<file path="src/rtl/vga_pkg.sv">
// Shared VGA pipeline constants: default geometry and the
// flash FSM state encoding used by the border generator.
package vga_pkg;

  localparam int DEF_CW       = 16;
  localparam int DEF_H_ACTIVE = 640;
  localparam int DEF_V_ACTIVE = 480;
  localparam int DEF_THICK    = 8;

  localparam logic [1:0] IDLE = 2'd0;
  localparam logic [1:0] OFF  = 2'd1;
  localparam logic [1:0] ON   = 2'd2;

endpackage

</file>
<file path="src/rtl/flash_ctrl.sv">
// Frame-synchronous wall flash sequencer: OFF/ON phases of
// FLASH_FRAMES frames, repeated FLASH_CYCLES times per request.
module flash_ctrl
  import vga_pkg::*;
#(
  parameter int FLASH_FRAMES = 15,
  parameter int FLASH_CYCLES = 3
) (
  input  logic clk,
  input  logic rst_n,
  input  logic frame_tick,
  input  logic flash_req,
  output logic vis,
  output logic flashing
);

  localparam int FW = $clog2(FLASH_FRAMES + 1);
  localparam int YW = $clog2(FLASH_CYCLES + 1);
  localparam logic [FW-1:0] FLAST = FW'(FLASH_FRAMES - 1);
  localparam logic [YW-1:0] YLAST = YW'(FLASH_CYCLES - 1);

  logic [1:0]    state, state_n;
  logic [FW-1:0] fcnt, fcnt_n;
  logic [YW-1:0] ccnt, ccnt_n;

  always_comb begin
    state_n = state;
    fcnt_n  = fcnt;
    ccnt_n  = ccnt;
    // a request restarts and swallows any same-cycle tick
    if (flash_req) begin
      state_n = OFF;
      fcnt_n  = '0;
      ccnt_n  = '0;
    end else if (frame_tick) begin
      unique case (1'b1)
        (state == OFF): begin
          if (fcnt == FLAST) begin
            state_n = ON;
            fcnt_n  = '0;
          end else begin
            fcnt_n = fcnt + 1'b1;
          end
        end
        (state == ON): begin
          if (fcnt == FLAST) begin
            fcnt_n = '0;
            if (ccnt == YLAST) begin
              state_n = IDLE;
              ccnt_n  = '0;
            end else begin
              state_n = OFF;
              ccnt_n  = ccnt + 1'b1;
            end
          end else begin
            fcnt_n = fcnt + 1'b1;
          end
        end
        default: state_n = IDLE;
      endcase
    end
  end

  always_ff @(posedge clk or negedge rst_n) begin
    if (!rst_n) begin
      state    <= IDLE;
      fcnt     <= '0;
      ccnt     <= '0;
      flashing <= 1'b0;
    end else begin
      state    <= state_n;
      fcnt     <= fcnt_n;
      ccnt     <= ccnt_n;
      flashing <= (state_n != IDLE);
    end
  end

  assign vis = (state != OFF);

endmodule

</file>
<file path="src/rtl/border_gen.sv">
// Playfield border generator: registered per-side wall hits,
// side masking and flash-gated wall visibility.
module border_gen
  import vga_pkg::*;
#(
  parameter int CW           = DEF_CW,
  parameter int H_ACTIVE     = DEF_H_ACTIVE,
  parameter int V_ACTIVE     = DEF_V_ACTIVE,
  parameter int THICK        = DEF_THICK,
  parameter int FLASH_FRAMES = 15,
  parameter int FLASH_CYCLES = 3
) (
  input  logic          clk,
  input  logic          rst_n,
  input  logic [CW-1:0] Horizontal,
  input  logic [CW-1:0] Vertical,
  input  logic          frame_tick,
  input  logic [3:0]    side_en,
  input  logic          flash_req,
  output logic          top,
  output logic          bottom,
  output logic          left,
  output logic          right,
  output logic          GreenWall,
  output logic          flashing
);

  if (THICK < 1 || 2 * THICK > H_ACTIVE || 2 * THICK > V_ACTIVE) begin : g_chk
    $error("border_gen: THICK out of range");
  end

  localparam logic [CW-1:0] HA = CW'(H_ACTIVE);
  localparam logic [CW-1:0] VA = CW'(V_ACTIVE);
  localparam logic [CW-1:0] TK = CW'(THICK);
  localparam logic [CW-1:0] RL = CW'(H_ACTIVE - THICK);
  localparam logic [CW-1:0] BL = CW'(V_ACTIVE - THICK);

  logic vis;
  logic act;
  logic t_hit, b_hit, l_hit, r_hit;

  flash_ctrl #(
    .FLASH_FRAMES(FLASH_FRAMES),
    .FLASH_CYCLES(FLASH_CYCLES)
  ) u_flash (
    .clk       (clk),
    .rst_n     (rst_n),
    .frame_tick(frame_tick),
    .flash_req (flash_req),
    .vis       (vis),
    .flashing  (flashing)
  );

  assign act   = (Horizontal < HA) && (Vertical < VA);
  assign t_hit = act && (Vertical < TK)    && side_en[3];
  assign b_hit = act && (Vertical >= BL)   && side_en[2];
  assign l_hit = act && (Horizontal < TK)  && side_en[1];
  assign r_hit = act && (Horizontal >= RL) && side_en[0];

  // side flags stay live during OFF so collision keeps working
  always_ff @(posedge clk or negedge rst_n) begin
    if (!rst_n) begin
      top       <= 1'b0;
      bottom    <= 1'b0;
      left      <= 1'b0;
      right     <= 1'b0;
      GreenWall <= 1'b0;
    end else begin
      top       <= t_hit;
      bottom    <= b_hit;
      left      <= l_hit;
      right     <= r_hit;
      GreenWall <= (t_hit | b_hit | l_hit | r_hit) & vis;
    end
  end

endmodule

</file>
<file path="config.mk">
export PLATFORM = sky130hd
export DESIGN_NAME = border_gen
export DESIGN_NICKNAME = d
export VERILOG_FILES = /design/src/rtl/vga_pkg.sv /design/src/rtl/flash_ctrl.sv /design/src/rtl/border_gen.sv
export SDC_FILE = /design/constraint.sdc
export NUM_CORES = 1
export LEC_CHECK = 0
export CAP_MARGIN = 30
export CELL_PAD_IN_SITES_DETAIL_PLACEMENT = 1
export CELL_PAD_IN_SITES_GLOBAL_PLACEMENT = 2
export CORE_MARGIN = 4
export CORE_UTILIZATION = 18
export CTS_CLUSTER_SIZE = 14
export DETAILED_ROUTE_END_ITERATION = 8
export GPL_TIMING_DRIVEN = 0
export PLACE_DENSITY_LB_ADDON = 0.1
export SETUP_SLACK_MARGIN = 0.2
export SLEW_MARGIN = 20
export SYNTH_ARGS = -nofsm -noshare
export SYNTH_HDL_FRONTEND = slang
export SYNTH_SLANG_ARGS = --single-unit
export TNS_END_PERCENT = 100
</file>
<file path="constraint.sdc">
create_clock -name clk -period 1.65 [get_ports clk]
set_input_delay 0.33 -clock clk [delete_from_list [all_inputs] [get_ports clk]]
set_output_delay 0.33 -clock clk [all_outputs]
set_load 0.02 [all_outputs]
</file>
==> results_dict.tcl <==
set metrics [dict create \
    dr.pass1.iters 2 \
    initial_utilization_pct 18.48 \
    postSynth.asyncResetShare_pct 100.0 \
    syn_nets 130 \
    setup-tns-final_ns 0 \
    ys_types 32 \
    insertion_delay_ns 0.24 \
    power.density_mw_per_mm2 613.3 \
    synth_edf_count 0 \
    end_kind "flip-flop" \
    drc 0 \
    synthMostInstantiatedCell "dfrtp_1" \
    cts_buffer_depth 2 \
    antenna_left 0 \
    ys.warnings.count 0 \
    antenna_cells 0 \
    ir_worst_vdd_uv 307.4 \
    syn-cell-area_um2 804.5 \
    hold_buffers 0 \
    antenna_found_initial 0 \
    die_y_um 74.86 \
    arrival_ns 1.76 \
    finalPower_mw 0.8802 \
    clock_skew_ns 0.003073 \
    cts_tree "done" \
    tightest_slew_ns 0.6525 \
    place_inst 176 \
    worstHoldStart "Vertical[4]" \
    fin_nets 182 \
    yosysSeqAreaShare_pct 43.55 \
    first_iter_violations 11 \
    gp_congestion 0.7367 \
    fmax_mhz 611.7 \
    cts-root-buf "clkbuf_8" \
    worst-path-max-fanout 3 \
    synth.area.top_cells "dfrtp_1 44%, ha_1 6.2%, nor2_1 5.1%, o21ai_0 4.4%, inv_1 3.3%" \
    syn_avg_cell_area_um2 9.355 \
    grt_max_degree 15 \
    io_pins 46 \
    num_rows 24 \
    wl_per_cell_um 13.04 \
    dp_hpwl_um 2010 \
    gr-usage-all-layers_pct 9.432 \
    start_kind "flip-flop" \
    final_hold_viol_count 0 \
    slew_headroom_pct 56.36 \
    synth_area_leader_cell "dfrtp_1" \
    grt_pass1_wl_um 4077 \
    cp_data_required_time_ns 1.77 \
    synthCells 86 \
    gr-total-overflow 0 \
    h-tree-depth 1 \
    cts.sinks 14 \
    area_delta_synth_final_pct 78.38 \
    chipWidth_um 74.86 \
    grt_pass1_vias 943 \
    clk_pin_slew_ns 0.06 \
    r2r-start "u_flash.fcnt[0]" \
    slew_viol_final 0 \
    postSynthRegisterBits 14 \
    run_status "complete, no violations" \
    cts_buffers 3 \
    layoutNonFillerInstCount 189 \
    via_per_inst 4.481 \
    setup_viol 0 \
    max_cap_viol_count 0 \
    dieArea_mm2 0.005603 \
    synth_top_area_share_pct 43.55 \
    core-area_mm2 0.004354 \
    hold_class "in -> reg" \
    period_needed_ns 1.635 \
    criticalPathCategory "reg -> reg" \
    synth_commonest_cells "14 x dfrtp_1, 11 x nor2_1, 7 x inv_1, 7 x o21ai_0, 6 x nand2_1" \
    setup.worst_path.start "u_flash.fcnt[0]" \
    drive_above_1_share_pct 25.55 \
    port-buffer-count 38 \
    totalWireLength_um 2465 \
    p_leak_nw 0.6628 \
    ys.flop_type "dfrtp_1" \
    vias 847 \
    period_share_pct 99.09 \
    rsz0062_at_grt "true" \
]
-- cell type report --
class / count / area (um2)
plain buffers: 1 / 3.754
clock buffers: 4 / 55.05
fillers: 508 / 2919
inverters: 7 / 26.28
multi-input cells: 64 / 518.0
flip-flops and latches: 14 / 350.3
well taps: 52 / 65.06
repair buffers: 47 / 416.7
-- cells in the final DEF, fill, tap and decap left out, drive strengths merged, types with 3 or more instances in the layout --
cell type      instances
ha                     4
a21oi                  3
dfrtp                 14
inv                    7
nand2                  6
nand4                  3
buf                   12
clkdlybuf4s50         12
clkbuf                 5
dlymetal6s2s           3
o41ai                  3
nor2                  11
dlygate4sd2           19
o21ai                  7
-- per-layer routing --
layer  global-route usage (%)  vias to the layer above  part of all wire [%]
met4                    4.150                        0                   1.2
li1                         -                      416                     -
met3                    2.003                        2                   5.4
met2                    16.34                       30                    52
met1                    11.15                      399                    41
met5                        0                        -                     0
-- where the power goes --
part           internal [mW]  switching, mW
clock network          0.211          0.116
registers              0.357        0.00997
logic                  0.102         0.0840
-- state kept, by name, indices dropped and copies added, names as in the netlist --
signal and cells:
u_flash.fcnt 4, u_flash.flashing 1, bottom 1, right 1
u_flash.state 2, u_flash.ccnt 2, left 1, top 1
GreenWall 1
-- through the flow --
step	cell area (um2)	util, %	hold WS, ns	setup slack [ns]
finish	1435	32.96	0.4304	0.01509
global route	1435	32.96	0.4491	-0.07691
CTS	1375	31.58	0.5093	-0.003095
detailed placement	1272	29.22	0.5080	-0.3230
global placement	1272	29.22	0.5001	-0.3072
floorplan	827.0	-	0.03441	0.07660
-- what timing repair did --
| action | CTS | global route |
|---|---|---|
| buffers inserted | 6 | 3 |
| endpoints found under the setup margin | 18 | 9 |
| gates resized for setup | 39 | 12 |
| pin swaps | 11 | 9 |
-- path summary, 6_finish.rpt --
path	cells after the start	slack, ns	endpoint
hold reg to reg	1	0.55	u_flash.fcnt[3]
min in group asynchronous	1	0.49	u_flash.fcnt[2]
hold / removal	4	0.43	top
setup reg to reg	6	0.02	u_flash.flashing
setup / recovery	6	0.02	u_flash.flashing
max in group asynchronous	1	0.74	u_flash.flashing
-- cell families after synthesis --
| logic type | count (synthesis) | synth area share [%] |
|---|---|---|
| buf+inv | 8 | 3.733 |
| flops | 14 | 43.55 |
| mux | 1 | 1.400 |
| compound gates | 20 | 17.42 |
| simple gates | 39 | 27.68 |
| fa+ha+maj | 4 | 6.221 |
-- worst max-delay path, stage by stage, from the launching register on --
cell,delay (ns)
dfrtp_1,0.38
inv_1,0.06
ha_2,0.17
nand4_1,0.15
mux2_1,0.34
and3b_1,0.19
a211o_1,0.22
Power figures use the tool's default switching activity.
